$ cat config.mk
export PLATFORM = sky130hd
export DESIGN_NAME = alu_seq_acc
export DESIGN_NICKNAME = d
export VERILOG_FILES = /design/src/rtl/alu_seq_pkg.sv /design/src/rtl/alu_seq_core.sv /design/src/rtl/alu_seq_acc.sv
export SDC_FILE = /design/constraint.sdc
export NUM_CORES = 1
export LEC_CHECK = 0
export ABC_CLOCK_PERIOD_IN_PS = 8700
export CORE_AREA = 2 2 93 95
export CTS_CLUSTER_SIZE = 8
export DETAILED_ROUTE_END_ITERATION = 16
export DIE_AREA = 0 0 95 97
export PLACE_DENSITY_LB_ADDON = 0.1
export REMOVE_ABC_BUFFERS = 1
export SKIP_CTS_REPAIR_TIMING = 1
export SLEW_MARGIN = 30
export SYNTH_ARGS = -nofsm -noshare
export SYNTH_HDL_FRONTEND = slang
export SYNTH_HIERARCHICAL = 1
export SYNTH_SLANG_ARGS = --single-unit
$ cat constraint.sdc
create_clock -name clk -period 8.7 [get_ports clk]
set_clock_uncertainty 0.1 [all_clocks]
set_input_delay 0.87 -clock clk [delete_from_list [all_inputs] [get_ports clk]]
set_output_delay 0.87 -clock clk [all_outputs]
set_load 0.05 [all_outputs]
$ cat src/rtl/alu_seq_pkg.sv
// Shared types for the sequential accumulator ALU: opcode encoding and FSM states.
package alu_seq_pkg;

  localparam int OPCODE_W = 4;

  // Opcodes 0-7 keep the legacy combinational ALU encoding; 8-15 are extensions.
  typedef enum logic [OPCODE_W-1:0] {
    OP_PASS0 = 4'd0,
    OP_PASS1 = 4'd1,
    OP_ADD   = 4'd2,
    OP_AND   = 4'd3,
    OP_XOR   = 4'd4,
    OP_LDA   = 4'd5,
    OP_PASS6 = 4'd6,
    OP_PASS7 = 4'd7,
    OP_SUB   = 4'd8,
    OP_OR    = 4'd9,
    OP_ADC   = 4'd10,
    OP_SHL   = 4'd11,
    OP_SHR   = 4'd12,
    OP_MUL   = 4'd13,
    OP_CLR   = 4'd14,
    OP_NOP   = 4'd15
  } opcode_t;

  typedef enum logic [1:0] {
    IDLE  = 2'd0,
    SHIFT = 2'd1,
    MUL   = 2'd2
  } state_t;

  // True for the two opcodes that may run as iterative shifts.
  function automatic logic is_shift(input opcode_t op);
    return (op == OP_SHL) || (op == OP_SHR);
  endfunction

endpackage

$ cat src/rtl/alu_seq_core.sv
// Combinational evaluator for every single-cycle opcode. Opcodes that the top
// runs iteratively (SHL/SHR/MUL) fall through here as "hold", which is also
// exactly what a zero-distance shift or a MUL without a multiplier needs.
module alu_seq_core
  import alu_seq_pkg::*;
#(
  parameter int WIDTH = 8
) (
  input  logic [OPCODE_W-1:0] opcode,
  input  logic [WIDTH-1:0]    accum,
  input  logic [WIDTH-1:0]    data,
  input  logic                carry,
  output logic [WIDTH-1:0]    nxt_accum,
  output logic                nxt_carry
);

  logic [WIDTH:0] add_w;
  logic [WIDTH:0] adc_w;
  logic [WIDTH:0] sub_w;

  // One extra bit on each path carries the carry-out / borrow.
  assign add_w = {1'b0, accum} + {1'b0, data};
  assign adc_w = add_w + {{WIDTH{1'b0}}, carry};
  assign sub_w = {1'b0, accum} - {1'b0, data};

  // Select the result for the decoded opcode; default holds accum and carry.
  always_comb begin
    nxt_accum = accum;
    nxt_carry = carry;
    case (opcode_t'(opcode))
      OP_ADD: begin
        nxt_accum = add_w[WIDTH-1:0];
        nxt_carry = add_w[WIDTH];
      end
      OP_ADC: begin
        nxt_accum = adc_w[WIDTH-1:0];
        nxt_carry = adc_w[WIDTH];
      end
      OP_SUB: begin
        nxt_accum = sub_w[WIDTH-1:0];
        nxt_carry = sub_w[WIDTH];
      end
      OP_AND: nxt_accum = accum & data;
      OP_XOR: nxt_accum = accum ^ data;
      OP_OR:  nxt_accum = accum | data;
      OP_LDA: nxt_accum = data;
      OP_CLR: begin
        nxt_accum = '0;
        nxt_carry = 1'b0;
      end
      default: begin
        nxt_accum = accum;
        nxt_carry = carry;
      end
    endcase
  end

endmodule

$ cat src/rtl/alu_seq_acc.sv
// Accumulator ALU with carry/zero flags, valid/ready input and iterative
// shift (one bit per cycle) and shift-add multiply. The architectural
// accum/carry/zero only change when an op completes.
module alu_seq_acc
  import alu_seq_pkg::*;
#(
  parameter int WIDTH  = 8,
  parameter int MUL_EN = 1
) (
  input  logic                clk,
  input  logic                rst_n,
  input  logic                in_valid,
  output logic                in_ready,
  input  logic [OPCODE_W-1:0] opcode,
  input  logic [WIDTH-1:0]    data,
  output logic [WIDTH-1:0]    accum,
  output logic                carry,
  output logic                zero,
  output logic                out_valid,
  output logic                busy
);

  localparam int SHW = $clog2(WIDTH);
  localparam int CW  = $clog2(WIDTH + 1);

  state_t             state;
  state_t             state_nxt;
  logic [CW-1:0]      cnt;
  logic [CW-1:0]      cnt_nxt;

  opcode_t            op;
  logic [SHW-1:0]     shamt;
  logic               accept;
  logic               start_shift;
  logic               start_mul;
  logic               cnt_last;

  logic [WIDTH-1:0]   core_accum;
  logic               core_carry;

  // Working registers: never visible on the ports.
  logic               shr_dir;
  logic [WIDTH-1:0]   work;
  logic [WIDTH-1:0]   mcand;
  logic [2*WIDTH-1:0] prod;

  logic [WIDTH-1:0]   shf_nxt;
  logic               shf_out;
  logic [WIDTH:0]     mul_sum;
  logic [2*WIDTH-1:0] prod_nxt;

  logic               vld_p0;
  logic [WIDTH-1:0]   res_accum_p0;
  logic               res_carry_p0;

  assign op          = opcode_t'(opcode);
  assign shamt       = data[SHW-1:0];
  assign in_ready    = (state == IDLE);
  assign busy        = ~in_ready;
  assign accept      = in_valid && in_ready;
  assign start_shift = accept && is_shift(op) && (shamt != '0);
  assign start_mul   = accept && (op == OP_MUL) && (MUL_EN != 0);
  assign cnt_last    = (cnt == CW'(1));

  alu_seq_core #(
    .WIDTH(WIDTH)
  ) u_core (
    .opcode    (opcode),
    .accum     (accum),
    .data      (data),
    .carry     (carry),
    .nxt_accum (core_accum),
    .nxt_carry (core_carry)
  );

  // One shift step; carry takes the bit that falls off the end.
  always_comb begin
    if (shr_dir) begin
      shf_nxt = {1'b0, work[WIDTH-1:1]};
      shf_out = work[0];
    end else begin
      shf_nxt = {work[WIDTH-2:0], 1'b0};
      shf_out = work[WIDTH-1];
    end
  end

  // One shift-add step: multiplier sits in the low half of prod and is
  // consumed LSB first while partial sums shift in from the top.
  always_comb begin
    mul_sum  = {1'b0, prod[2*WIDTH-1:WIDTH]} + (prod[0] ? {1'b0, mcand} : '0);
    prod_nxt = {mul_sum, prod[WIDTH-1:1]};
  end

  // Next-state, counter and completion result.
  always_comb begin
    state_nxt    = state;
    cnt_nxt      = cnt;
    vld_p0       = 1'b0;
    res_accum_p0 = accum;
    res_carry_p0 = carry;
    case (state)
      IDLE: begin
        if (start_shift) begin
          state_nxt = SHIFT;
          cnt_nxt   = CW'(shamt);
        end else if (start_mul) begin
          state_nxt = MUL;
          cnt_nxt   = CW'(WIDTH);
        end else if (accept) begin
          vld_p0       = 1'b1;
          res_accum_p0 = core_accum;
          res_carry_p0 = core_carry;
        end
      end
      SHIFT: begin
        cnt_nxt = cnt - CW'(1);
        if (cnt_last) begin
          state_nxt    = IDLE;
          vld_p0       = 1'b1;
          res_accum_p0 = shf_nxt;
          res_carry_p0 = shf_out;
        end
      end
      MUL: begin
        cnt_nxt = cnt - CW'(1);
        if (cnt_last) begin
          state_nxt    = IDLE;
          vld_p0       = 1'b1;
          res_accum_p0 = prod_nxt[WIDTH-1:0];
          res_carry_p0 = |prod_nxt[2*WIDTH-1:WIDTH];
        end
      end
      default: state_nxt = IDLE;
    endcase
  end

  // ---- stage p0 -> p1: architectural state and completion pulse ----
  // State register, iteration counter and flags; reset aborts any op.
  always_ff @(posedge clk or negedge rst_n) begin
    if (!rst_n) begin
      state     <= IDLE;
      cnt       <= '0;
      accum     <= '0;
      carry     <= 1'b0;
      zero      <= 1'b1;
      out_valid <= 1'b0;
    end else begin
      state     <= state_nxt;
      cnt       <= cnt_nxt;
      out_valid <= vld_p0;
      if (vld_p0) begin
        accum <= res_accum_p0;
        carry <= res_carry_p0;
        zero  <= (res_accum_p0 == '0);
      end
    end
  end

  // Working registers: loaded on entry to SHIFT/MUL, stepped each cycle there.
  always_ff @(posedge clk) begin
    if (start_shift) begin
      work    <= accum;
      shr_dir <= (op == OP_SHR);
    end else if (state == SHIFT) begin
      work <= shf_nxt;
    end
    if (start_mul) begin
      mcand <= accum;
      prod  <= {{WIDTH{1'b0}}, data};
    end else if (state == MUL) begin
      prod <= prod_nxt;
    end
  end

endmodule
* After elaboration in Yosys (flattened, before gate mapping)
Index checks and enable logic that the tools add are counted.
** Word-level totals
- Bits in registers :: 50
- Input bits :: 15
- Output and inout bits :: 13
- Logic and storage cells :: 92
** Operators by class
- Add/subtract/negate cells :: 5
- Equality and inequality tests :: 22
- Multiplexer cells :: 33
- Bitwise logic cells :: 4
- Reductions and logical operators :: 17
** Operator list (count)
- 8-bit two-way mux :: 11
- 8-bit case mux with 8 select lines :: 1
- 4-bit equality test, second input constant :: 7
- 8-bit case mux with 3 select lines :: 1
- 8-bit by 8-bit adder with 9-bit output :: 2
- 1-bit two-way mux :: 10
- 9-bit by 1-bit adder with 9-bit output :: 1
- 8-bit by 8-bit subtractor with 9-bit output :: 1
- 8-bit AND :: 1
- 4-bit by 2-bit equality test with 1-bit output, second input constant :: 2
- 4-bit by 3-bit equality test with 1-bit output, second input constant :: 2
- 8-bit logical NOT :: 1
- 4-bit two-way mux :: 2
- 2-bit != test, second input constant :: 4
- 8-bit bitwise OR :: 1
- 4-bit case mux with 2 select lines :: 1
- 8-bit AND reduction :: 1
- 8-bit OR reduction :: 1
- 8-bit XOR :: 1
- 2-bit two-way mux :: 3
- 2-bit nonzero test :: 3
- 3-bit nonzero test :: 2
- 5-bit by 1-bit != test with 1-bit output, second input constant :: 1
- 4-bit by 1-bit equality test with 1-bit output, second input constant :: 1
- 15 further kinds :: 20

* Logic depth before layout (Yosys ltp)
- Depth in word-level cells :: 8
- Mapped depth :: 15
- Mapped depth without buffers :: 15

* Cells and area by module
The synthesis kept the hierarchy.
** Modules (own cells, without submodules)
- alu_seq_acc :: times used 1, cells an instance 325, area each 3081.7 µm², seq. area each 1337.5 µm²
- alu_seq_core :: times used 1, cells an instance 261, area each 1767.9 µm², seq. area each 0.0 µm²

* Least setup slack after synthesis
Ideal clock, no wire load.
- Kind :: input-to-reg
- Start point :: input port data[0]
- End point :: register zero
- Setup time :: 0.079 ns
- Arrival :: 3.705 ns
- Data required time :: 8.521 ns
- Setup slack :: 4.816 ns
- Stages :: 13
- Path buffers :: 0
- Cells stage by stage :: ha_1 > inv_1 > fa_1 > nand2b_1 > a2111oi_2 > a311oi_2 > or4_1 > a31oi_1 > nand2_1 > o311ai_1 > o21ai_0 > and4b_1 > a41o_1
** Between the ends
- Word-level cells in the longest chain between the ends :: 8
- Elaborated cells on any way between the ends :: 16
- Those cells by class :: add/sub (3); mux (7); bitwise (3); reduce/logical (3)
** RTL lines
- from (decl) :: RTL line alu_seq_acc.sv:15 : input logic [WIDTH-1:0] data,
- 8-bit by 8-bit adder with 9-bit output :: RTL line alu_seq_core.sv:22 : assign add_w = {1'b0, accum} + {1'b0, data};
- 9-bit by 1-bit adder with 9-bit output :: RTL line alu_seq_core.sv:23 : assign adc_w = add_w + {{WIDTH{1'b0}}, carry};
- 8-bit case mux with 8 select lines (*) :: RTL line alu_seq_core.sv:30 : case (opcode_t'(opcode))
- net core_accum[6] :: RTL line alu_seq_acc.sv:38 : logic [WIDTH-1:0] core_accum;
- 8-bit two-way mux (*) :: RTL line alu_seq_acc.sv:109 : end else if (accept) begin
- 8-bit two-way mux (*) :: RTL line alu_seq_acc.sv:106 : end else if (start_mul) begin
- 8-bit two-way mux (*) :: RTL line alu_seq_acc.sv:103 : if (start_shift) begin
- 8-bit case mux with 3 select lines (*) :: RTL line alu_seq_acc.sv:101 : case (state)
- 8-bit logical NOT (*) :: RTL line alu_seq_acc.sv:154 : zero <= (res_accum_p0 == '0);
- to (signal assigned) :: RTL line alu_seq_acc.sv:154
- to (decl) :: RTL line alu_seq_acc.sv:18 : output logic zero,
Mark *: on every way through the listed nets, which the timed path passes. The rest lies on a longest branch.
A chain may end at the register's enable or synchronous reset.

* Worst setup path after layout
Ends and elaborated chain as after synthesis.

==> impl_metrics.csv <==
group,metric,value,unit
grt,antenna_found_initial,0,
final_layout,layout_common_cells,"nor2_1 (63), nand2_1 (50), a21oi_1 (45)",
worst_setup_path,cp.required,8.84,ns
grt,grt_start_max_net_pins,31,
sta,worst_slack,3.96,ns
final_layout,final_common_cell,"nor2_1",
placement,dp.cells,696,
yosys,netlist_area,4850,um^2
cts,htree_levels,2,
outcome,status,"completed",
route,routedWlPerCell,20.7,um
worst_setup_path,crit_path_end_kind,"register",
placement,gp_congestion,0.958,
route,via_per_inst,6.61,
yosys,synth_top_flop_cell,"edfxtp_1",
die,die_h,97,um
cts,insertion_delay,0.32,ns
route,dr_total_vias,4656,
placement,port_buffers,27,
placement,hpwl,10800,um
yosys,ys_seq_area_share,27.6,%
power_and_ir_drop,irDropWorstVdd,0.203,mV
run,drv_cap,0,
grt,grt_util_all_layers,32.2,%
yosys,ys_ff_latch,50,
worst_setup_path,worstPathMaxFanout,7,
route,drt-total-wl,14500,um
worst_setup_path,r2r_cells,13,
placement,dp_slack,3.78,ns
final_layout,ff_latch_area,1340,um^2
sta,finalCriticalPeriod,4.74,ns
final_layout,syn2layout_area_growth,8.20,%
cts,clock_sinks,50,
power_and_ir_drop,power_density,308,nW/um^2
worst_setup_path,cp.arrival,4.87,ns
final_layout,fin_nets,656,
cts,cts-root-buf,"clkbuf_8",
final_layout,multi_input_area,3210,um^2
sta,tightest_slew,0.899,ns
worst_setup_path,worstSetupPathType,"in2reg",
grt,grt_overflow,0,
cts,clkTransAtPathRegs,0.12,ns
worst_setup_path,r2r_start,"accum[0]",
route,drtPass1Iterations,5,
yosys,ys_types,80,
final_layout,drive_gt1_share,8.18,%
yosys,synth_cells,586,
sta,period_share,54.4,%
cts,clk_path_buf_depth,2,
worst_setup_path,cp-start-kind,"input port",
cts,cts_buffers,5,
sta,relSlewSlack,39.9,%
power_and_ir_drop,leakagePower,2.15,nW
min_path,whs_path_depth,2,
route,postRouteAntennaNets,0,
final_layout,fillers,734,
yosys,ys_async_sr_fraction,34.0,%
sta,setup_viol,0,
sta,hold_viol,0,
yosys,syn_area_per_cell,8.28,um^2
min_path,hp-class,"reg2reg",
grt,grt_pass1_vias,4391,
power_and_ir_drop,total_power,0.00162,W
sta,tns,0,ns
die,rows,33,
sta,fin_worst_hold_slack,0.387,ns
sta,finalMaxSlewViolations,0,
min_path,holdPathEnd,"prod[11]",
worst_setup_path,r2r_slack,4.49,ns
final_layout,n_antenna_cell,0,
grt,grt_pass1_wl,23200,um
worst_setup_path,r2r-end,"zero",
route,drc,0,
final_layout,stdcell_count,704,
cts,tritoncts,"done",
sta,clock.fmax,0.211,GHz
die,chipWidth,95,um
yosys,yosysWarnings,6,
route,drtIter0Drc,417,
sta,grt_setup_unrepaired,"false",
yosys,synth_edf_count,25,
die,die_area,9220,um^2
die,start_util,59.6,%
die,core-area,8130,um^2
die,io-pin-count,28,
min_path,min_from,"prod[11]",
-- metal layers --
| metal | global-route usage (%) | up-vias | wire length, um |
|---|---|---|---|
| li1 | - | 2168 | - |
| met1 | 44.9 | 2230 | 6150 |
| met2 | 50.9 | 223 | 6680 |
| met3 | 5.61 | 35 | 1280 |
| met4 | 9.59 | 0 | 425 |
| met5 | 0 | - | 0 |
-- registers in the layout, indices dropped and copies added, names as in the netlist --
register,flops
prod,16
accum,8
mcand,8
work,8
cnt,4
state,2
carry,1
out_valid,1
shr_dir,1
zero,1
-- power breakdown --
group,leakage (nW),switching [W],internal (W),total (W)
registers,0.494,0.0000994,0.000335,0.000434
logic,1.60,0.000645,0.000388,0.00103
clock network,0.0502,0.0000902,0.0000599,0.000150
total,2.15,0.000835,0.000782,0.00162
-- worst max path at each step --
stage | from | to | depth (start not counted)
after floorplan | data[0] | zero | 13
after global placement | data[0] | zero | 14
after detailed placement | data[0] | zero | 14
after CTS | data[0] | zero | 14
after global routing | data[0] | zero | 15
final | data[0] | zero | 14
-- metrics by stage --
step | utilization [%] | instance area [um^2]
finish | 64.5 | 5250
global route | 64.5 | 5250
CTS | 64.5 | 5250
detailed placement | 63.3 | 5150
global placement | 63.3 | 5150
floorplan | - | 4720
-- synth_stat cells, drive strengths merged (10+ instances only) --
cell    count  area (um^2)
mux2       17          191
clkbuf     13         48.8
nor3       16         85.1
nor2       67          267
inv        41          154
a21oi      47          243
nand2      50          188
mux2i      11          110
nand3      16         80.1
buf        13         82.6
nand2b     10         62.6
ha         40          500
edfxtp     25          751
o21ai      42          214
a31oi      12         81.3
dfrtp      16          400
-- cell type report --
cell class / instances / share of cell area, %
inverter: 43 / 3.31
tap: 105 / 2.50
multi-input combinational: 467 / 61.1
sequential: 50 / 25.5
timing repair buffer: 31 / 5.72
clock buffer: 5 / 1.31
clock inverter: 3 / 0.548
-- worst max-delay path, cell delays in order --
cell and delay, ns:
clkdlybuf4s50_1 0.61, ha_1 0.26, inv_1 0.07, fa_1 0.45
nand2b_1 0.26, a2111oi_2 0.37, a311oi_2 0.14, or4_1 0.51
a31oi_1 0.33, nand2_1 0.10, o311ai_1 0.31, o21ai_0 0.14
and4b_1 0.22, a41o_1 0.24
-- logic make-up (layout without fill, tap and decap cells) --
| kind of cell | Yosys count | in the layout | share of synthesized area [%] |
|---|---|---|---|
| buffers and inverters | 69 | 82 | 6.30 |
| adder cells (fa/ha/maj) | 43 | 43 | 11.6 |
| AO/OA/AOI/OAI | 182 | 182 | 25.6 |
| flip-flops | 50 | 50 | 27.6 |
| multiplexers | 28 | 28 | 6.22 |
| AND/OR/NAND/NOR | 202 | 202 | 20.5 |
| XOR/XNOR | 12 | 12 | 2.17 |
(Power assumes the default switching activity.)
